**src/rtl/alarm_ctrl_if.sv**
```systemverilog
// Sensor/actuator bundle between the anti-theft controller and its surroundings.
// The master side drives the arm level and the raw sensors and observes the
// siren, LED, state code and countdown. The slave side is the controller.
interface alarm_ctrl_if;
  logic       armar;    // arm level from the arming driver, 1 = armed requested
  logic       door;     // door sensor, 1 = open
  logic       ignicao;  // ignition key, 1 = on
  logic       siren;    // siren drive
  logic       led;      // status LED
  logic [1:0] state;    // 0=DISARMED 1=ARMED 2=ENTRY 3=ALARM
  logic [3:0] count;    // countdown shown on the display

  modport master (
    output armar, door, ignicao,
    input  siren, led, state, count
  );

  modport slave (
    input  armar, door, ignicao,
    output siren, led, state, count
  );
endinterface

```
**src/rtl/alarm_ctrl.sv**
```systemverilog
// Car anti-theft controller: armed / entry-delay / siren state machine.
// A free-running prescaler produces one tick every TICK_DIV cycles and is
// restarted on every state change, so every timed state lasts an exact
// multiple of TICK_DIV cycles. Ignition on always forces DISARMED.
// Optional feature macro: STATUS_BLINK_EN -- blinks the LED while ARMED,
// toggling every BLINK_DIV ticks.
module alarm_ctrl #(
  parameter int TICK_DIV  = 4,  // clock cycles per tick (>= 2)
  parameter int T_ENTRY   = 3,  // entry delay in ticks (1..15)
  parameter int T_SIREN   = 5   // siren duration in ticks (1..15)
`ifdef STATUS_BLINK_EN
  , parameter int BLINK_DIV = 2 // ticks per LED half-period (1..15)
`endif
) (
  input  logic        clock,
  input  logic        reset,    // asynchronous, active-low
  alarm_ctrl_if.slave io
);

  localparam int             PW         = (TICK_DIV > 1) ? $clog2(TICK_DIV) : 1;
  localparam logic [PW-1:0]  PRESC_MAX  = PW'(TICK_DIV - 1);
  localparam logic [3:0]     ENTRY_LOAD = 4'(T_ENTRY);
  localparam logic [3:0]     SIREN_LOAD = 4'(T_SIREN);

  typedef enum logic [1:0] {
    ST_DISARMED = 2'd0,
    ST_ARMED    = 2'd1,
    ST_ENTRY    = 2'd2,
    ST_ALARM    = 2'd3
  } state_e;

  state_e        state_q, state_d;
  logic [3:0]    count_q, count_d;
  logic [PW-1:0] presc_q, presc_d;
  logic          door_q;
  logic          siren_q;
  logic          led_q, led_d;
  logic          door_rise;
  logic          tick;

  // Only a fresh opening seen while armed may start the entry delay; a door
  // already open when arming completes does not count.
  assign door_rise = io.door & ~door_q;
  assign tick      = (presc_q == PRESC_MAX);

  // Next state and countdown; ignition overrides every state-specific rule.
  always_comb begin
    // NOTE: every variable gets a default before any branch so no path leaves
    // it unassigned; otherwise synthesis infers a latch to hold the old value.
    state_d = state_q;
    count_d = count_q;
    if (io.ignicao) begin
      state_d = ST_DISARMED;
      count_d = 4'd0;
    end else begin
      case (state_q)
        ST_DISARMED: begin
          if (io.armar) state_d = ST_ARMED;
        end
        ST_ARMED: begin
          if (!io.armar) begin
            state_d = ST_DISARMED;
          end else if (door_rise) begin
            state_d = ST_ENTRY;
            count_d = ENTRY_LOAD;
          end
        end
        ST_ENTRY: begin
          // armar and door are deliberately ignored: only ignition aborts.
          if (tick) begin
            if (count_q > 4'd1) begin
              count_d = count_q - 4'd1;
            end else if (count_q == 4'd1) begin
              state_d = ST_ALARM;
              count_d = SIREN_LOAD;
            end
          end
        end
        ST_ALARM: begin
          if (tick) begin
            if (count_q > 4'd1) begin
              count_d = count_q - 4'd1;
            end else if (count_q == 4'd1) begin
              count_d = 4'd0;
              state_d = io.armar ? ST_ARMED : ST_DISARMED;
            end
          end
        end
        default: begin
          state_d = ST_DISARMED;
          count_d = 4'd0;
        end
      endcase
    end
  end

  // Prescaler restarts on any state change so the first tick of a state
  // arrives a full TICK_DIV cycles after entering it.
  always_comb begin
    if (state_d != state_q) begin
      presc_d = '0;
    end else if (tick) begin
      presc_d = '0;
    end else begin
      presc_d = presc_q + 1'b1;
    end
  end

`ifdef STATUS_BLINK_EN
  localparam logic [3:0] BLINK_MAX = 4'(BLINK_DIV - 1);

  logic [3:0] blink_cnt_q, blink_cnt_d;
  logic       blink_q, blink_d;

  // Blink phase: restarts dark on entering ARMED, toggles every BLINK_DIV ticks.
  always_comb begin
    blink_cnt_d = blink_cnt_q;
    blink_d     = blink_q;
    if (state_d == ST_ARMED && state_q != ST_ARMED) begin
      blink_cnt_d = 4'd0;
      blink_d     = 1'b0;
    end else if (state_q == ST_ARMED && tick) begin
      if (blink_cnt_q == BLINK_MAX) begin
        blink_cnt_d = 4'd0;
        blink_d     = ~blink_q;
      end else begin
        blink_cnt_d = blink_cnt_q + 4'd1;
      end
    end
    led_d = (state_d == ST_ARMED) ? blink_d : (state_d != ST_DISARMED);
  end

  // Blink phase registers.
  always_ff @(posedge clock or negedge reset) begin
    if (!reset) begin
      blink_cnt_q <= 4'd0;
      blink_q     <= 1'b0;
    end else begin
      blink_cnt_q <= blink_cnt_d;
      blink_q     <= blink_d;
    end
  end
`else
  // Steady LED: lit whenever the system is not disarmed.
  always_comb begin
    led_d = (state_d != ST_DISARMED);
  end
`endif

  // State, countdown, prescaler, door history and registered outputs.
  always_ff @(posedge clock or negedge reset) begin
    if (!reset) begin
      state_q <= ST_DISARMED;
      count_q <= 4'd0;
      presc_q <= '0;
      door_q  <= 1'b0;
      siren_q <= 1'b0;
      led_q   <= 1'b0;
    end else begin
      // NOTE: non-blocking assignments make every register sample the values
      // from before this edge, independent of statement order.
      state_q <= state_d;
      count_q <= count_d;
      presc_q <= presc_d;
      door_q  <= io.door;
      siren_q <= (state_d == ST_ALARM);
      led_q   <= led_d;
    end
  end

  assign io.state = state_q;
  assign io.count = count_q;
  assign io.siren = siren_q;
  assign io.led   = led_q;

endmodule

```
**src/flat_wrapper.sv**
```systemverilog
// flat-port wrapper written by rule: the top's interface ports become plain ports
module alarm_ctrl_flat 
#(
  parameter int TICK_DIV  = 4,                                 
  parameter int T_ENTRY   = 3,                                 
  parameter int T_SIREN   = 5                                     

)
  (clock, reset, io_armar, io_door, io_ignicao, io_siren, io_led, io_state, io_count);
  alarm_ctrl_if io_i ();
  input  logic clock;
  input  logic reset;
  input wire logic [$bits(io_i.armar)-1:0] io_armar;
  input wire logic [$bits(io_i.door)-1:0] io_door;
  input wire logic [$bits(io_i.ignicao)-1:0] io_ignicao;
  output wire logic [$bits(io_i.siren)-1:0] io_siren;
  output wire logic [$bits(io_i.led)-1:0] io_led;
  output wire logic [$bits(io_i.state)-1:0] io_state;
  output wire logic [$bits(io_i.count)-1:0] io_count;
  assign io_i.armar = io_armar;
  assign io_i.door = io_door;
  assign io_i.ignicao = io_ignicao;
  assign io_siren = io_i.siren;
  assign io_led = io_i.led;
  assign io_state = io_i.state;
  assign io_count = io_i.count;
  alarm_ctrl #(.TICK_DIV(TICK_DIV), .T_ENTRY(T_ENTRY), .T_SIREN(T_SIREN)) u_core (.clock(clock), .reset(reset), .io(io_i));
endmodule
```
**config.mk**
```make
export PLATFORM = sky130hd
export DESIGN_NAME = alarm_ctrl_flat
export DESIGN_NICKNAME = d
export VERILOG_FILES = /design/src/rtl/alarm_ctrl_if.sv /design/src/rtl/alarm_ctrl.sv /design/src/flat_wrapper.sv
export SDC_FILE = /design/constraint.sdc
export NUM_CORES = 1
export LEC_CHECK = 0
export ABC_AREA = 1
export CORE_UTILIZATION = 45
export CTS_BUF_LIST = sky130_fd_sc_hd__clkbuf_8
export DETAILED_ROUTE_END_ITERATION = 16
export PLACE_DENSITY = 0.69
export SLEW_MARGIN = 0
export SYNTH_ARGS = -nofsm -noshare
export SYNTH_HDL_FRONTEND = slang
export SYNTH_SLANG_ARGS = --single-unit
```
**constraint.sdc**
```tcl
create_clock -name clock -period 2.7 [get_ports clock]
set_clock_uncertainty 0.1 [all_clocks]
set_input_delay 0.54 -clock clock [delete_from_list [all_inputs] [get_ports clock]]
set_output_delay 0.54 -clock clock [all_outputs]
set_load 0.03 [all_outputs]
```
==> results of run 1 <==
per-layer routing:
layer | share of wire | routed length (um) | up-vias | global-route usage
met5 | 0 | 0 | - | 0
met4 | 0.018 | 26 | 0 | 0.0968
met3 | 0.034 | 50 | 5 | 0.0435
met2 | 0.44 | 644 | 13 | 0.272
met1 | 0.51 | 751 | 278 | 0.290
li1 | - | - | 304 | -
power by group:
group | internal, W | switching (W) | leakage (nW)
combinational | 0.0000675 | 0.0000995 | 0.284
clock | 0.0000994 | 0.0000574 | 0.0269
sequential | 0.000188 | 0.0000165 | 0.143
total | 0.000355 | 0.000173 | 0.453
state kept, by name (all words and copies together) (netlist names):
register	count
u_core.io.state	2
u_core.io.count	4
u_core.presc_q	2
u_core.io.siren	1
u_core.io.led	1
u_core.door_q	1
cell usage in the layout, fill, tap and decap left out, types with 4 or more instances in the layout:
cell type and instances:
o21ai_0 4, nand2_1 19, dfrtp_1 11, nor2_1 7, inv_2 4, nand2_2 5
clkdlybuf4s50_1 12, nand3_2 4, inv_1 11
worst min path at each step:
stage / cells past startpoint / from / end / slack [ns]
finish: 2 / u_core.io.count[1] / u_core.io.count[1] / 0.42
floorplan: 0 / reset / u_core.door_q / 0.14
CTS: 2 / u_core.presc_q[0] / u_core.presc_q[0] / 0.42
detailed placement: 2 / u_core.presc_q[0] / u_core.presc_q[0] / 0.41
global placement: 2 / u_core.presc_q[0] / u_core.presc_q[0] / 0.40
global route: 2 / u_core.io.count[1] / u_core.io.count[1] / 0.45
through the flow:
stage                     cells  total power [W]  setup slack (ns)   util  area [sq um]
final                       117         0.000528             0.631  0.644           891
after global routing        117         0.000566             0.583  0.644           891
after CTS                   117         0.000535             0.620  0.644           891
after detailed placement    113         0.000374             0.665  0.612           846
after global placement      113         0.000366             0.702  0.612           846
after floorplan              86         0.000322              1.06      -           707
kinds of logic (layout without fill, tap and decap cells):
group	Yosys count	count (layout)	share of synthesized area
AOI/OAI and AO/OA	13	13	0.129
xor gates and xnor gates	1	1	0.0124
adders and majority gates	3	3	0.0531
buffers and inverters	15	31	0.0832
DFF	11	11	0.389
and+or+nand+nor	43	43	0.333
cell type report:
cell class,instances,area (sq um),area share
clock buffers,3,41.3,0.0463
clock inverters,1,3.75,0.00421
inverters,15,58.8,0.0660
multi-input cells,60,373,0.419
flip-flops and latches,11,275,0.309
well taps,15,18.8,0.0211
repair buffers,12,120,0.135
==> impl_metrics.yaml, run 1 <==
synth:
  synth_edf_count: 0
  syn_nets: 94
  yosys-top-cells-count: "nand2_1 (19), dfrtp_1 (11), inv_1 (10)"
  ys_async_sr_fraction: 1.00
  synth_ff_type: "dfrtp_1"
  synth_most_common_cell: "nand2_1"
  syn_area_per_cell_sq_um: 8.22
  yosysWarnings: 0
  synth.top_cell.area_share: 0.389
  ys_seq_area_frac: 0.389
  ys_seq_elements: 11
  netlist_top_cells_area: "dfrtp_1 (39%), nand2_1 (10%), nand3_2 (5.7%)"
  synth_top_area_cell: "dfrtp_1"
  synthDistinctLibCells: 21
  synthesis.area_sq_um: 707
  syn_inst: 86
worst_setup_path:
  reg2reg_from: "u_core.io.count[0]"
  path_depth: 1
  crit_chain: "clkdlybuf4s50_1"
  rr_worst_depth: 9
  worst-r2r-setup-slack_ns: 1.05
  required_ns: 2.06
  critPathMaxStageDelay_ns: 0.72
  reg2reg_to: "u_core.io.count[3]"
  crit_buf_inv: 1
  crit_start: "u_core.io.state[0]"
  endpoint: "io_state[0]"
  critPathMaxFanout: 7
  end_kind: "output port"
  cp-start-kind: "register"
  path_class: "reg -> out"
  cp_slowest_cell: "clkdlybuf4s50_1"
  crit_family: "buffers and inverters"
  critical_path_arrival_ns: 1.43
flow_run:
  cap_violations: 0
clocking:
  cts_buffer_depth: 2
  ctsResizeCount: 0
  htreeDepth: 1
  cts_tree: "built"
  cts_setup_buffers: 0
  clkTransAtPathRegs_ns: 0.05
  numCtsBuffers: 3
  hold_buffers: 0
  clock_latency_ns: 0.24
  cts-root-buf: "clkbuf_8"
  clock-sinks: 11
routing:
  vias: 600
  drt_iter0_drc: 12
  dr.pass1.iters: 4
  drc: 0
  routed_wl_um: 1470
  ant_nets: 0
  vias_per_cell: 5.13
  drt-wirelength-per-cell_um: 12.6
sta:
  post-route-min-period_ns: 2.07
  fin_hold_ws_ns: 0.422
  drv_slew: 0
  slew_headroom: 0.683
  hold_viol: 0
  grt_setup_unrepaired: "no"
  worstMarginPinSlew_ns: 0.474
  finalSetupViolCount: 0
  max_clock_freq_mhz: 483
  final.setup.tns_ns: 0
  finalCritPeriodShare: 0.766
cells_and_area:
  fillers: 125
  area_delta_synth_final_pct: 26.0
  drive_gt1_frac: 0.235
  nets: 111
  n_antenna_cell: 0
grt:
  grt_pass1_vias: 571
  grt_antenna_before_repair: 0
  gr-total-overflow: 0
  grt_start_max_net_pins: 12
  grt_use_total: 0.197
  grt_pass1_wl_um: 2570
die:
  initial_utilization: 0.511
  io_pins: 13
  die_w_um: 41.6
  die-area_sq_mm: 0.00173
  coreArea_sq_mm: 0.00138
  die-height_um: 41.6
  rows: 13
power:
  peakVddDrop_mv: 0.340
  power_leakage_nw: 0.453
  powerDensity_mw_per_mm2: 593
placed_design:
  port_buffers: 12
  routabilityCongestion: 0.821
  dp_hpwl_um: 1160
status:
  status: "completed"
worst_hold_path:
  holdCritPathClass: "reg -> reg"
(Power assumes the default switching activity.)
==> run 2: changes to the inputs <==
- clock period: 2.7 -> 2.2 ns (I/O delays scaled with it)
==> impl_metrics.yaml, run 2 (synthesis gave the netlist of run 1 again) <==
die:
  die_w_um: 41.6
  initial_utilization: 0.511
  die-height_um: 41.6
  rows: 13
  coreArea_sq_mm: 0.00138
  io_pins: 13
  die-area_sq_mm: 0.00173
sta:
  hold_viol: 0
  drv_slew: 0
  final.setup.tns_ns: 0
  fin_hold_ws_ns: 0.423
  max_clock_freq_mhz: 507
  finalSetupViolCount: 0
  post-route-min-period_ns: 1.97
  slew_headroom: 0.676
  grt_setup_unrepaired: "no"
  worstMarginPinSlew_ns: 0.484
  finalCritPeriodShare: 0.896
clocking:
  ctsResizeCount: 0
  cts-root-buf: "clkbuf_8"
  cts_setup_buffers: 0
  cts_tree: "built"
  cts_buffer_depth: 2
  clock_latency_ns: 0.24
  numCtsBuffers: 3
  htreeDepth: 1
  clock-sinks: 11
  hold_buffers: 0
  clkTransAtPathRegs_ns: 0.05
cells_and_area:
  nets: 111
  fin_util: 0.644
  n_antenna_cell: 0
  mostFrequentLayoutCell: "nand2_1"
  area_delta_synth_final_pct: 26.0
  layout.cells.non_filler: 117
  drive_gt1_frac: 0.235
  final_cell_mix: "nand2_1 (19), clkdlybuf4s50_1 (12), inv_1 (11), dfrtp_1 (11), nor2_1 (7)"
  fillers: 131
  largest_reg_flops: 4
status:
  status: "completed"
grt:
  grt_antenna_before_repair: 0
  grt_start_max_net_pins: 12
  gr-total-overflow: 0
  grt_use_total: 0.199
  grt_pass1_wl_um: 2600
  grt_pass1_vias: 591
routing:
  drt_iter0_drc: 9
  drt-wirelength-per-cell_um: 12.6
  ant_nets: 0
  routed_wl_um: 1470
  vias: 606
  vias_per_cell: 5.18
  drc: 0
  dr.pass1.iters: 3
worst_setup_path:
  reg2reg_from: "u_core.io.count[1]"
  crit_start: "u_core.io.count[2]"
  crit_chain: "clkdlybuf4s50_1"
  critPathMaxStageDelay_ns: 0.72
  cp_slowest_cell: "clkdlybuf4s50_1"
  reg2reg_to: "u_core.io.count[0]"
  worst-r2r-setup-slack_ns: 0.58
  critical_path_arrival_ns: 1.43
  cp-start-kind: "register"
  end_kind: "output port"
  required_ns: 1.66
  endpoint: "io_count[2]"
  critPathMaxFanout: 5
  rr_worst_depth: 9
  path_depth: 1
  crit_family: "buffers and inverters"
  crit_buf_inv: 1
  path_class: "reg -> out"
placed_design:
  dp.cells: 113
  port_buffers: 12
  dp_hpwl_um: 1110
  routabilityCongestion: 0.823
flow_run:
  cap_violations: 0
power:
  power_leakage_nw: 0.453
  total_power_w: 0.000651
  powerDensity_mw_per_mm2: 731
  peakVddDrop_mv: 0.666
worst_hold_path:
  holdCritPathClass: "reg -> reg"
-- run 2: cell counts in the layout (fill, tap and decap cells not counted) --
No cell type changed its count.
-- run 2: worst reg2reg max path, cell delays in order, from the launching register on --
cell	delay, ns
dfrtp_1	0.40
inv_1	0.11
ha_1	0.24
nand2_2	0.08
o21ai_2	0.12
inv_2	0.05
o22ai_4	0.22
inv_4	0.07
nand2_1	0.08
o21ai_2	0.05
-- run 2: worst min-delay path by stage --
stage                       from                end  slack (ns)  cells after the start
2_1_floorplan              reset      u_core.door_q        0.04                      0
3_3_place_gp   u_core.presc_q[0]  u_core.presc_q[0]        0.41                      2
3_5_place_dp   u_core.presc_q[0]  u_core.presc_q[0]        0.41                      2
4_1_cts        u_core.presc_q[0]  u_core.presc_q[0]        0.42                      2
5_1_grt        u_core.presc_q[0]  u_core.presc_q[0]        0.44                      2
6_report       u_core.presc_q[0]  u_core.presc_q[0]        0.42                      2
-- run 2: routing by layer --
metal | GRT usage | up-vias | share of wire | wire length (um)
li1 | - | 308 | - | -
met1 | 0.289 | 288 | 0.53 | 778
met2 | 0.288 | 8 | 0.44 | 649
met3 | 0.0435 | 2 | 0.022 | 32
met4 | 0.0774 | 0 | 0.0081 | 12
met5 | 0 | - | 0 | 0
-- run 2: per-stage QoR --
step,area [sq um],setup slack (ns)
6_report,891,0.229
5_1_grt,891,0.178
4_1_cts,891,0.224
3_5_place_dp,846,0.309
3_3_place_gp,846,0.308
2_1_floorplan,707,0.559
-- run 2: cell type report --
cell class / count / area (sq um) / area share
multi-input combinational: 60 / 373 / 0.419
sequential: 11 / 275 / 0.309
timing repair buffer: 12 / 120 / 0.135
inverter: 15 / 58.8 / 0.0660
clock buffer: 3 / 41.3 / 0.0463
tap: 15 / 18.8 / 0.0211
clock inverter: 1 / 3.75 / 0.00421
-- run 2: report_power, final --
part / switching (W) / internal, W / total [W]
clock: 0.0000768 / 0.000123 / 0.000199
combinational: 0.000120 / 0.0000825 / 0.000203
sequential: 0.0000185 / 0.000230 / 0.000249
==> run 3: changes to the inputs <==
- CORE_MARGIN: unset -> 5
==> impl_metrics.yaml, run 3 (synthesis gave the netlist of run 1 again) <==
worst_setup_path:
  crit_family: "buffers and inverters"
  cp-start-kind: "register"
  reg2reg_from: "u_core.io.count[0]"
  rr_worst_depth: 9
  cp_slowest_cell: "clkdlybuf4s50_1"
  end_kind: "output port"
  critPathMaxStageDelay_ns: 0.72
  required_ns: 1.66
  reg2reg_to: "u_core.io.count[0]"
  worst-r2r-setup-slack_ns: 0.59
  crit_buf_inv: 1
  path_class: "reg -> out"
  critical_path_arrival_ns: 1.43
  critPathMaxFanout: 5
  crit_chain: "clkdlybuf4s50_1"
cells_and_area:
  largest_reg_flops: 4
  drive_gt1_frac: 0.243
  mostFrequentLayoutCell: "nand2_1"
  fin_util: 0.597
  final_cell_mix: "nand2_1 (19), clkdlybuf4s50_1 (12), inv_1 (11), dfrtp_1 (11), nor2_1 (7)"
  nets: 112
  n_antenna_cell: 0
  area_delta_synth_final_pct: 27.3
routing:
  routed_wl_um: 1490
  vias_per_cell: 4.97
  drc: 0
  dr.pass1.iters: 4
  drt-wirelength-per-cell_um: 12.5
  drt_iter0_drc: 14
  ant_nets: 0
  vias: 592
worst_hold_path:
  whs_path_depth: 2
  hold_end: "u_core.presc_q[0]"
  holdCritPathClass: "reg -> reg"
  hold_start: "u_core.presc_q[0]"
placed_design:
  port_buffers: 12
  dp_hpwl_um: 1170
  routabilityCongestion: 0.836
clocking:
  ctsResizeCount: 0
  cts_buffer_depth: 2
  clock_latency_ns: 0.23
  clkTransAtPathRegs_ns: 0.05
  cts-root-buf: "clkbuf_8"
  hold_buffers: 0
  cts_setup_buffers: 0
  cts_tree: "built"
  numCtsBuffers: 3
  clock-sinks: 11
  htreeDepth: 1
power:
  power_leakage_nw: 0.459
  powerDensity_mw_per_mm2: 725
  total_power_w: 0.000652
  peakVddDrop_mv: 0.380
die:
  coreArea_sq_mm: 0.00151
  die_w_um: 49.6
  rows: 14
  die-area_sq_mm: 0.00246
  io_pins: 13
  die-height_um: 49.6
  initial_utilization: 0.469
grt:
  grt_pass1_wl_um: 2630
  grt_pass1_vias: 549
  grt_use_total: 0.141
  grt_start_max_net_pins: 12
  gr-total-overflow: 0
  grt_antenna_before_repair: 0
flow_run:
  cap_violations: 0
sta:
  drv_slew: 0
  fin_hold_ws_ns: 0.413
  max_clock_freq_mhz: 508
  hold_viol: 0
  slew_headroom: 0.659
  post-route-min-period_ns: 1.97
  final.setup.tns_ns: 0
  finalCritPeriodShare: 0.895
  worstMarginPinSlew_ns: 0.509
  grt_setup_unrepaired: "no"
  finalSetupViolCount: 0
status:
  status: "completed"
[run 3: cell count changes in the layout (fill, tap and decap cells not counted)]
| cell | change |
|---|---|
| buf_4 | +1 |
[run 3: layout make-up]
class | instances | area (sq um)
clock buffers | 3 | 41.3
repair buffers | 13 | 128
clock inverters | 1 | 3.75
well taps | 16 | 20.0
flip-flops and latches | 11 | 275
multi-input cells | 60 | 373
fillers | 131 | 607
inverters | 15 | 58.8
[run 3: worst max-delay path by stage]
stage / startpoint / end / slack (ns) / depth (start not counted)
after floorplan: u_core.io.count[1] / u_core.io.count[0] / 0.56 / 8
after global placement: io_door / u_core.presc_q[1] / 0.32 / 10
after detailed placement: io_ignicao / u_core.io.count[0] / 0.29 / 7
after CTS: u_core.io.count[2] / io_count[2] / 0.23 / 1
after global routing: u_core.io.count[2] / io_count[2] / 0.17 / 1
final: u_core.io.count[2] / io_count[2] / 0.23 / 1
[run 3: layer usage]
layer | part of all wire | global-route usage | wire, um | up-vias
li1 | - | - | - | 307
met1 | 0.50 | 0.205 | 748 | 270
met2 | 0.44 | 0.195 | 655 | 11
met3 | 0.036 | 0.0331 | 53 | 4
met4 | 0.020 | 0.0655 | 30 | 0
met5 | 0 | 0 | 0 | -
[run 3: stage by stage]
step	area (sq um)	cells	worst slack, ns
global placement	855	115	0.319
global route	900	119	0.172
floorplan	707	86	0.559
CTS	900	119	0.229
finish	900	119	0.232
detailed placement	855	115	0.290
[run 3: power by group]
part | switching [W] | leakage (nW) | internal [W] | total, W
combinational | 0.000122 | 0.289 | 0.0000857 | 0.000208
clock | 0.0000756 | 0.0269 | 0.000123 | 0.000198
sequential | 0.0000153 | 0.143 | 0.000230 | 0.000246
